$ cat src/rtl/stack_tower.sv
// stack_tower: platform position, colour stack with catch/overflow/pop handling and
// a match-clear FSM that removes MATCH_N equal top levels one per cycle and scores them.
module stack_tower #(
   parameter int DEPTH      = 16,
   parameter int COLOR_W    = 2,
   parameter int BASE_Y     = 400,
   parameter int BLOCK_H    = 20,
   parameter int HIT_MARGIN = 5,
   parameter int X_LEEWAY   = 15,
   parameter int X_RESET    = 300,
   parameter int X_MAX      = 490,
   parameter int DIV_W      = 18,
   parameter int MATCH_N    = 3,
   parameter int SCORE_W    = 8
) (
   input  logic                          clk,
   input  logic                          rst,
   input  logic                          pause,
   input  logic                          left,
   input  logic                          right,
   input  logic                          pop,
   input  logic                          fall_valid,
   input  logic [9:0]                    fall_x,
   input  logic [9:0]                    fall_y,
   input  logic [COLOR_W-1:0]            fall_color,
   output logic [9:0]                    pos_x,
   output logic [9:0]                    pos_y,
   output logic [$clog2(DEPTH+1)-1:0]    height,
   output logic [DEPTH*COLOR_W-1:0]      colors,
   output logic                          collision,
   output logic                          overflow,
   output logic                          busy,
   output logic [SCORE_W-1:0]            score
);
   localparam int HW = $clog2(DEPTH+1);
   localparam int AW = $clog2(DEPTH);
   localparam int CW = $clog2(MATCH_N+1);
   typedef enum logic [1:0] {IDLE, CHECK, CLEAR} state_t;
   state_t state, state_n;
   logic [COLOR_W-1:0] lvl [DEPTH];
   logic [COLOR_W-1:0] lvl_n [DEPTH];
   logic [HW-1:0] height_n;
   logic [CW-1:0] cnt, cnt_n;
   logic [SCORE_W-1:0] score_n;
   logic [DIV_W-1:0] div;
   logic [11:0] top;
   logic [AW-1:0] top_i, base;
   logic hit, match, collision_n, overflow_n;
   // all hit arithmetic is 12-bit so the margins never wrap near the screen edges
   assign top = 12'(BASE_Y) - 12'(height) * 12'(BLOCK_H);
   assign hit = fall_valid
      && (12'(fall_y) + 12'(HIT_MARGIN) > top) && (12'(fall_y) < top + 12'(BLOCK_H))
      && (12'(fall_x) + 12'(X_LEEWAY) > 12'(pos_x)) && (12'(fall_x) < 12'(pos_x) + 12'(X_LEEWAY));
   assign pos_y = 10'(top);
   assign busy  = state != IDLE;
   assign top_i = AW'(height - 1'b1);
   for (genvar i = 0; i < DEPTH; i++) assign colors[i*COLOR_W +: COLOR_W] = lvl[i];
   always_comb begin
      base  = height >= HW'(MATCH_N) ? AW'(height - HW'(MATCH_N)) : '0;
      match = height >= HW'(MATCH_N);
      for (int k = 1; k < MATCH_N; k++)
         if (lvl[base + AW'(k)] != lvl[base]) match = 1'b0;
   end
   always_comb begin
      state_n     = state;
      height_n    = height;
      lvl_n       = lvl;
      cnt_n       = cnt;
      score_n     = score;
      collision_n = 1'b0;
      overflow_n  = 1'b0;
      if (state == IDLE) begin
         if (hit && height < HW'(DEPTH)) begin
            lvl_n[AW'(height)] = fall_color;
            height_n    = height + 1'b1;
            collision_n = 1'b1;
            state_n     = CHECK;
         end else if (hit) overflow_n = 1'b1;
         else if (pop && height != '0) begin
            lvl_n[top_i] = '0;
            height_n     = height - 1'b1;
         end
      end else if (state == CHECK) begin
         state_n = match ? CLEAR : IDLE;
         cnt_n   = CW'(MATCH_N);
      end else begin
         lvl_n[top_i] = '0;
         height_n     = height - 1'b1;
         cnt_n        = cnt - 1'b1;
         state_n      = cnt == CW'(1) ? IDLE : CLEAR;
         score_n      = cnt == CW'(1) && !(&score) ? score + 1'b1 : score;
      end
   end
   always_ff @(posedge clk) begin
      if (rst) begin
         state     <= IDLE;
         height    <= '0;
         lvl       <= '{default: '0};
         cnt       <= '0;
         score     <= '0;
         collision <= 1'b0;
         overflow  <= 1'b0;
         div       <= '0;
         pos_x     <= 10'(X_RESET);
      end else begin
         state     <= state_n;
         height    <= height_n;
         lvl       <= lvl_n;
         cnt       <= cnt_n;
         score     <= score_n;
         collision <= collision_n;
         overflow  <= overflow_n;
         div       <= div + 1'b1;
         if (div == '0 && !pause)
            pos_x <= left ? (pos_x < 10'(X_MAX) ? pos_x + 1'b1 : pos_x)
                   : (right && pos_x != '0) ? pos_x - 1'b1 : pos_x;
      end
   end
endmodule

$ cat config.mk
export PLATFORM = sky130hd
export DESIGN_NAME = stack_tower
export DESIGN_NICKNAME = d
export VERILOG_FILES = /design/src/rtl/stack_tower.sv
export SDC_FILE = /design/constraint.sdc
export NUM_CORES = 1
export LEC_CHECK = 0
export ABC_AREA = 1
export CAP_MARGIN = 20
export CORE_ASPECT_RATIO = 1.5
export CORE_MARGIN = 2
export CORE_UTILIZATION = 50
export CTS_CLUSTER_DIAMETER = 120
export DETAILED_ROUTE_END_ITERATION = 16
export GPL_TIMING_DRIVEN = 0
export MAX_ROUTING_LAYER = met4
export PLACE_DENSITY = 0.76
export SETUP_SLACK_MARGIN = 0.1
export SYNTH_ARGS = -nofsm -noshare
export SYNTH_HDL_FRONTEND = slang
export SYNTH_SLANG_ARGS = --single-unit
$ cat constraint.sdc
create_clock -name clk -period 3.72 [get_ports clk]
set_clock_uncertainty 0.15 [all_clocks]
set_input_delay 1.116 -clock clk [delete_from_list [all_inputs] [get_ports clk]]
set_output_delay 1.116 -clock clk [all_outputs]
set_load 0.005 [all_outputs]
### Word level (Yosys, flattened, before mapping)

Cells that the tools add are included.

| storage, ports and cells | value |
|---|---|
| latch bits | 0 |
| ROM bits | 0 |
| memory bits (writable) | 0 |
| output and inout port bits | 68 |
| bits of input ports | 29 |
| word-level logic and storage cells | 135 |
| memories | 0 |
| bits in registers | 79 |

| operators by class | value |
|---|---|
| multiplexer cells | 38 |
| add/sub/neg operators | 15 |
| order comparisons | 14 |
| bitwise gates (word level) | 9 |
| eq/ne operators | 9 |
| multiply operators | 1 |
| reduce and logical (&&, ||, !) cells | 25 |
| div/mod/pow operators | 0 |
| shifts and indexed selects | 0 |

Operators with widths:

| cell | number |
|---|---|
| two-way mux 32 bit | 5 |
| AND 32 bit | 1 |
| bitwise mux 32 bit | 1 |
| inverter 32 bit | 1 |
| two-way mux 10 bit | 3 |
| two-way mux 2 bit | 14 |
| >= comparator 5 bit, second input constant | 5 |
| two-way mux 5 bit | 5 |
| inverter 4 -> 5 bit | 5 |
| binary-select mux 2 bit (select 4 bit) | 3 |
| adder 10 x 4 -> 11 bit, second input constant | 2 |
| adder 18 x 1 -> 18 bit, second input constant | 1 |
| zero test 18 bit | 1 |
| demux 2 bit (select 4 bit) | 2 |
| adder 11 x 6 -> 12 bit, second input constant | 1 |
| greater-than comparator 11 x 12 -> 1 bit | 1 |
| < comparator 10 x 12 -> 1 bit | 1 |
| adder 10 x 3 -> 11 bit, second input constant | 1 |
| greater-than comparator 11 x 10 -> 1 bit | 1 |
| logical AND 1 bit | 11 |
| < comparator 10 x 11 -> 1 bit | 1 |
| subtractor 9 x 10 -> 11 bit, first input constant | 1 |
| adder 10 x 1 -> 10 bit, second input constant | 1 |
| < comparator 10 x 9 -> 1 bit, second input constant | 1 |
| other kinds (30) | 42 |

### Longest topological paths before layout

Gate-level depths: netlist (run 1).

| logic depth | value |
|---|---|
| depth after elaboration | 13 |
| depth in mapped cells | 28 |

### Least setup slack after synthesis (run 1)

No wires, ideal clock.

| timing path | value |
|---|---|
| path kind | input port to flip-flop |
| start point | input fall_y[1] |
| end point | register lvl (netlist bit colors[11]) |
| path buffers | 2 |
| stages on the path | 26 |
| path slack | -0.267 ns |
| data arrival time | 3.724 ns |
| required time | 3.457 ns |
| cells stage by stage | a21oi_1 nor2_1 nand2_1 nor2_1 inv_1 nor2_1 inv_1 nor2_1 nand2_1 xnor2_1 ha_1 nand2_1 inv_1 nand2_1 nand2_1 nand2_1 nand2_1 nand3_1 nor2_8 nand3_4 buf_6 buf_6 nand3_2 nand2_1 nor2_1 nor2_1 |

| on the way | value |
|---|---|
| word-level cells in the longest chain between the ends | 9 |
| elaborated cells between the ends (all ways) | 13 |
| those cells by class | add/sub: 1; order compare: 2; eq/ne: 2; mux: 2; reduce/logical: 6 |

RTL lines:

| element | RTL line | text |
|---|---|---|
| start: declaration | 24 | `input logic [9:0] fall_y,` |
| adder 10 x 3 -> 11 bit | 52 | `&& (12'(fall_y) + 12'(HIT_MARGIN) > top) && (12'(fall_y) < top + 12'(BLOCK_H))` |
| greater-than comparator 11 x 12 -> 1 bit | 52 |  |
| logical AND 1 bit | 52 |  |
| logical AND 1 bit (*) | 52 |  |
| logical AND 1 bit (*) (2 in a row) | 53 | `&& (12'(fall_x) + 12'(X_LEEWAY) > 12'(pos_x)) && (12'(fall_x) < 12'(pos_x) + 12'(X_LEEWAY));` |
| logical AND 1 bit | 73 | `if (hit && height < HW'(DEPTH)) begin` |
| inequality test 3 x 1 -> 1 bit (no line) (tied with other cells) | - |  |
| AND reduction 3 bit (no line) / two-way mux 32 bit (equally long branches) | - |  |
| end signal: assignment | 108 | `lvl <= lvl_n;` |
| end: declaration | 40 | `logic [COLOR_W-1:0] lvl [DEPTH];` |

Every way passes the cells marked *; elsewhere a longest branch is shown, timed or not.
A chain may end at the register's enable or synchronous reset.

### Worst setup path in the final report (run 1)

| timing path | value |
|---|---|
| start point | register height[3] |
| end point | register lvl (netlist bit colors[8]) |

| on the way | value |
|---|---|
| word-level cells in the longest chain between the ends | 12 |
| elaborated cells between the ends (all ways) | 37 |
| those cells by class | add/sub: 3; mul: 1; order compare: 7; eq/ne: 2; mux: 10; bitwise: 4; reduce/logical: 10 |

RTL lines:

| element | RTL line | text |
|---|---|---|
| start: declaration | 28 | `output logic [$clog2(DEPTH+1)-1:0] height,` |
| start signal: assignment | 107 | `height <= height_n;` |
| parallel branches: the longest is 12 deep, another holds adder 11 x 6 -> 12 bit | - |  |

Several ways; the timed one is not identified. The select of a mux whose other input is x is not followed.

==> results of run 1 <==
==> worst max path at each step <==
stage                         start    endpoint  slack, ns  depth (start not counted)
after CTS                 height[3]   colors[8]      -0.27                         25
after floorplan           fall_y[1]   colors[9]      -0.05                         27
after global routing      fall_y[0]   colors[9]      -0.51                         28
after global placement    fall_y[2]  colors[11]      -1.09                         27
after detailed placement  fall_y[2]  colors[15]      -1.11                         27
final                     height[3]   colors[8]      -0.33                         25
==> cell families (layout without fill, tap and decap cells) <==
family	count (synthesis)	in the layout	share of synthesized area
other cells	1	2	0.000494
compound gates	146	146	0.111
flops	79	79	0.208
xor+xnor	39	39	0.0495
buf+inv	214	363	0.118
simple gates	688	688	0.406
fa+ha+maj	64	64	0.108
==> critical path, delay by kind of cell (launching register included) <==
kind / cells / cell delay (ns)
adder cells (fa/ha/maj): 4 / 1.28
flip-flops: 1 / 0.36
XOR/XNOR: 2 / 0.34
AO/OA/AOI/OAI: 2 / 0.24
buffers and inverters: 3 / 0.28
AND/OR/NAND/NOR: 14 / 1.30
==> registers in the layout, summed over array words and instances, names as in the netlist <==
name,flops
height,5
state,2
collision,1
pos_x,10
colors,32
cnt,2
div,18
overflow,1
score,8
==> cell usage after synthesis, drive strengths merged <==
library cell	n	area [um2]
o211ai	31	233
dfxtp	79	1580
a211oi	2	15.0
buf	30	195
nor3	15	75.1
xnor2	16	148
or2	3	18.8
fa	2	40.0
o31ai	3	22.5
and3	1	6.26
o21bai	2	15.0
nand2	320	1240
conb	1	3.75
nor2	171	673
a21o	1	7.51
o21ai	47	235
ha	62	776
nor3b	1	7.51
clkbuf	10	38.8
nand3	141	823
inv	172	651
xor2	23	228
nor4	6	37.5
o21a	2	15.0
a21oi	53	265
o221ai	1	8.76
clkinv	2	7.51
a31oi	4	25.0
nor2b	1	6.26
nand4	29	188
==> routing by layer <==
metal,part of all wire,wire (um),vias to the layer above
met1,0.36,9020,3981
met2,0.52,13000,383
met3,0.056,1430,146
met5,0,0,-
met4,0.072,1820,0
li1,-,-,4286
==> report_power, final <==
part	switching, mW	total (mW)	internal [mW]	leakage, nW
clock	0.425	0.900	0.474	0.143
sequential	0.187	1.17	0.985	0.648
combinational	2.89	4.83	1.94	3.88
==> stage by stage <==
stage / setup WS, ns / instances / hold WS, ns / area [um2] / power [mW]
detailed placement: -1.11 / 1524 / 0.304 / 8870 / 5.25
CTS: -0.267 / 1571 / 0.313 / 9670 / 6.46
global placement: -1.09 / 1524 / 0.297 / 8870 / 5.20
floorplan: -0.0538 / 1232 / 0.280 / 7690 / 4.01
global route: -0.507 / 1580 / 0.344 / 10000 / 7.46
finish: -0.329 / 1580 / 0.310 / 10000 / 6.90
==> what timing repair did <==
item / CTS / global route
resized for setup: 95 / 86
pin swaps: 50 / 57
setup endpoints to repair: 45 / 47
cloned: 3 / 2
setup buffers: 29 / 7
==> final cells by class <==
type	count	area, um2	share of cell area
plain buffers	39	283	0.0282
clock buffers	9	225	0.0224
clock inverters	7	67.6	0.00673
inverters	174	669	0.0667
multi-input cells	939	5610	0.560
flip-flops and latches	79	1600	0.159
well taps	199	249	0.0248
repair buffers	134	1330	0.132
==> results.yml, run 1 <==
clocking:
  cts.hold.buffers_added: 0
  clkSlewWorstSetupHoldPaths_ns: 0.07
  clk_latency_ns: 0.35
  cts_buffers: 9
  cts_htree_levels: 3
  clock-sinks: 79
  root_buffer: "clkbuf_16"
  clk_path_buf_depth: 2
  tritoncts: "yes"
die:
  start_util: 0.506
  die_h_um: 155
  dieWidth_um: 105
  die_area_mm2: 0.0162
  row_count: 55
  ioPinCount: 97
  core_area_mm2: 0.0150
detailed_routing:
  drc: 0
  drtIter0Drc: 556
  routed_wl_um: 25300
  final_antenna_net_count: 0
  via_per_inst: 5.57
  vias: 8796
  wl_per_cell_um: 16.0
  dr.pass1.iters: 5
synthesis:
  ys_seq_elements: 79
  ys_warn_count: 0
  synth_cells: 1231
  syn-mean-instance-area_um2: 6.16
  ys_types: 47
  ys_seq_area_frac: 0.208
  synth_area_mm2: 0.00759
global_route:
  grt_pass1_vias: 8403
  grt_use_met2: 0.570
  grt_pass1_wl_um: 40000
  use_met1: 0.307
  grt_max_degree: 18
  antenna_found_initial: 0
  grtUsageMet3: 0.0465
  grt.total_usage: 0.312
  grt_busiest_layer: "met2"
  grt_overflow: 0
sta:
  setup_ws_ns: -0.329
  rsz0062_at_grt: "true"
  fin_tns_setup_ns: -10.78
  tightest_slew_ns: 0.829
  max_freq_mhz: 247
  setup_viol: 40
  timing.final.crit_share: 1.09
  drv_slew: 0
  relSlewSlack: 0.446
  period_needed_ns: 4.05
  finalHoldViolCount: 0
worst_setup_path:
  path_class: "reg2reg"
  crit_top_cell: "nand2_4"
  cpMaxStageDelayCell: "fa_2"
  critPathArrivalTime_ns: 4.19
  cp.required_ns: 3.86
  worstSetupStartpointType: "register"
  regToRegStartpoint: "height[3]"
  cp-end-kind: "register"
  rrSetupSlack_ns: -0.33
  reg2reg_depth: 25
  r2r_end: "colors[8]"
  critPathMaxStageDelay_ns: 0.54
  crit_fanout: 5
final_layout:
  finalNetCount: 1469
  drive_gt1_frac: 0.175
  fill_cells: 1325
  utilization: 0.669
  num_antenna_cells: 0
  layout_common_cells: "279 x nand2_1, 156 x inv_1, 154 x nor2_1"
  final_common_cell: "nand2_1"
  area.growth.synth_to_final_pct: 32.2
power:
  p_leak_nw: 4.67
  power.density_mw_per_mm2: 688
  peakVddDrop_mv: 0.363
place:
  portBuffers: 93
  dp_hpwl_um: 18500
  routabilityCongestion: 1.00
outcome:
  violations: "setup timing"
  status: "finished, violations left"
min_path:
  min_to: "cnt[1]"
  hold_depth: 2
  hold_start: "cnt[1]"
  min_path_type: "reg2reg"
flow_run:
  cap_violations: 0
(Power assumes the default switching activity.)
==> run 2, diff against run 1 <==
DONT_BUFFER_PORTS = 1   (was default)
PLACE_DENSITY = 0.68   (was 0.76)
==> run 2 against run 1 <==
Effect of this change: the flow still finishes with violations (setup timing); flip-flop and latch count unchanged; wire length decreased by 3.6%; fmax decreased by 1.0%; sequential share of layout area increased by 1.8 points; utilization decreased by 6.6 points; clock power increased by 12%; first-iteration DRC count decreased by 2.7%; clock-buffer cell count unchanged; critical path type unchanged; largest cell class unchanged; highest routed layer unchanged.
==> results.yml, run 2 (synthesis gave the netlist of run 1 again) <==
outcome:
  status: "finished, violations left"
  violations: "setup timing"
power:
  p_leak_nw: 4.20
  clockPowerShare: 0.155
  power_frac_seq: 0.188
  p_int_mw: 3.20
  net-switching-power_mw: 3.33
  pwr-share-comb: 0.657
  power.density_mw_per_mm2: 723
  switching_share: 0.510
  peakVddDrop_mv: 0.482
clocking:
  cts.hold.buffers_added: 0
  clk_path_buf_depth: 2
  root_buffer: "clkbuf_16"
  cts_buffers: 9
  clkSlewWorstSetupHoldPaths_ns: 0.07
  clk_latency_ns: 0.34
  clock-sinks: 79
  cts_htree_levels: 3
  tritoncts: "yes"
global_route:
  grt_pass1_wl_um: 39000
  antenna_found_initial: 0
  grt.total_usage: 0.305
  grt_max_degree: 17
  grt_pass1_vias: 8019
  grt_overflow: 0
worst_setup_path:
  critPathArrivalTime_ns: 4.22
  cp_top_family: "adder cells"
  cp-end-kind: "register"
  cp.required_ns: 3.85
  crit_top_cell: "buf_6"
  critPathMaxStageDelay_ns: 0.55
  crit_buf_inv: 5
  path_class: "reg2reg"
  cpMaxStageDelayCell: "fa_2"
  worstSetupStartpointType: "register"
  crit_fanout: 8
detailed_routing:
  wl_per_cell_um: 16.5
  vias: 8193
  drc: 0
  via_per_inst: 5.55
  routed_wl_um: 24400
  dr.pass1.iters: 5
  drtIter0Drc: 541
  final_antenna_net_count: 0
die:
  die_area_mm2: 0.0162
  row_count: 55
  start_util: 0.506
  ioPinCount: 97
  die_h_um: 155
  dieWidth_um: 105
  core_area_mm2: 0.0150
final_layout:
  area.growth.synth_to_final_pct: 19.1
  finalNetCount: 1364
  num_antenna_cells: 0
  largest_reg_flops: 32
  drive_gt1_frac: 0.160
  layout_common_cells: "289 x nand2_1, 160 x inv_1, 157 x nor2_1"
  final_common_cell: "nand2_1"
min_path:
  min_path_type: "reg2reg"
place:
  dp_slack_ns: -0.710
  routabilityCongestion: 0.962
  dp_hpwl_um: 18300
  portBuffers: 0
sta:
  setup_ws_ns: -0.370
  tightest_slew_ns: 0.976
  period_needed_ns: 4.09
  drv_slew: 0
  finalHoldViolCount: 0
  max_freq_mhz: 244
  rsz0062_at_grt: "true"
  hold_ws_ns: 0.315
  timing.final.crit_share: 1.10
  setup_viol: 39
  relSlewSlack: 0.349
flow_run:
  cap_violations: 0
## run 2: cell types whose count changed in the layout (fill, tap and decap cells not counted), moves of 3 or more
| cell | before | now |
|---|---|---|
| ha_2 | 4 | 1 |
| nand2_2 | 29 | 26 |
| inv_1 | 156 | 160 |
| nand2_4 | 12 | 5 |
| inv_4 | 3 | 0 |
| clkdlybuf4s50_1 | 75 | 0 |
| nor2_1 | 154 | 157 |
| dlymetal6s2s_1 | 3 | 0 |
| clkbuf_2 | 5 | 1 |
| nand2_1 | 279 | 289 |
| buf_4 | 31 | 20 |
| dlygate4sd2_1 | 6 | 0 |
## run 2: worst paths after layout
kind / from / to / slack, ns / cells past startpoint
worst max-delay path: height[3] / colors[29] / -0.37 / 25
worst min-delay path: div[0] / div[0] / 0.31 / 1
worst max register to register: height[3] / colors[29] / -0.37 / 25
worst min register to register: div[0] / div[0] / 0.31 / 1
## run 2: area by class of cell
type / instances / area [um2]
Fill cell: 1483 / 5960
Multi-Input combinational cell: 939 / 5560
Sequential cell: 79 / 1600
Inverter: 174 / 659
Timing Repair Buffer: 29 / 353
Buffer: 39 / 283
Tap cell: 199 / 249
Clock buffer: 9 / 225
Clock inverter: 7 / 110
## run 2: stage by stage
stage	total power, mW	instance area, um2	std cells	util	setup TNS (ns)
3_3_place_gp	4.85	7940	1431	0.529	-21.69
4_1_cts	6.24	8760	1467	0.584	-10.74
2_1_floorplan	4.01	7690	1232	-	-1.35
3_5_place_dp	4.89	7940	1431	0.529	-23.72
6_report	6.54	9040	1475	0.603	-12.07
5_1_grt	7.08	9040	1475	0.603	-19.33
## run 2: per-layer routing
layer / share of wire / wire [um] / track usage
met5: 0 / 0 / -
met4: 0.061 / 1480 / 0.173
met3: 0.067 / 1640 / 0.0637
met2: 0.53 / 12900 / 0.564
met1: 0.35 / 8440 / 0.292
## run 2: what timing repair did
item                       in CTS  in global routing
setup endpoints to repair      44                 42
pin swaps                      23                 19
cloned                          3                  3
setup buffers                  18                  5
resized for setup              63                 45
## run 2: power by group through the flow
stage                     clock network, mW  logic, mW  registers [mW]
after CTS                              1.03       3.99            1.22
after floorplan                           0       2.87            1.14
after global routing                   1.06       4.77            1.25
final                                  1.01       4.30            1.23
after global placement                    0       3.62            1.23
after detailed placement                  0       3.65            1.23
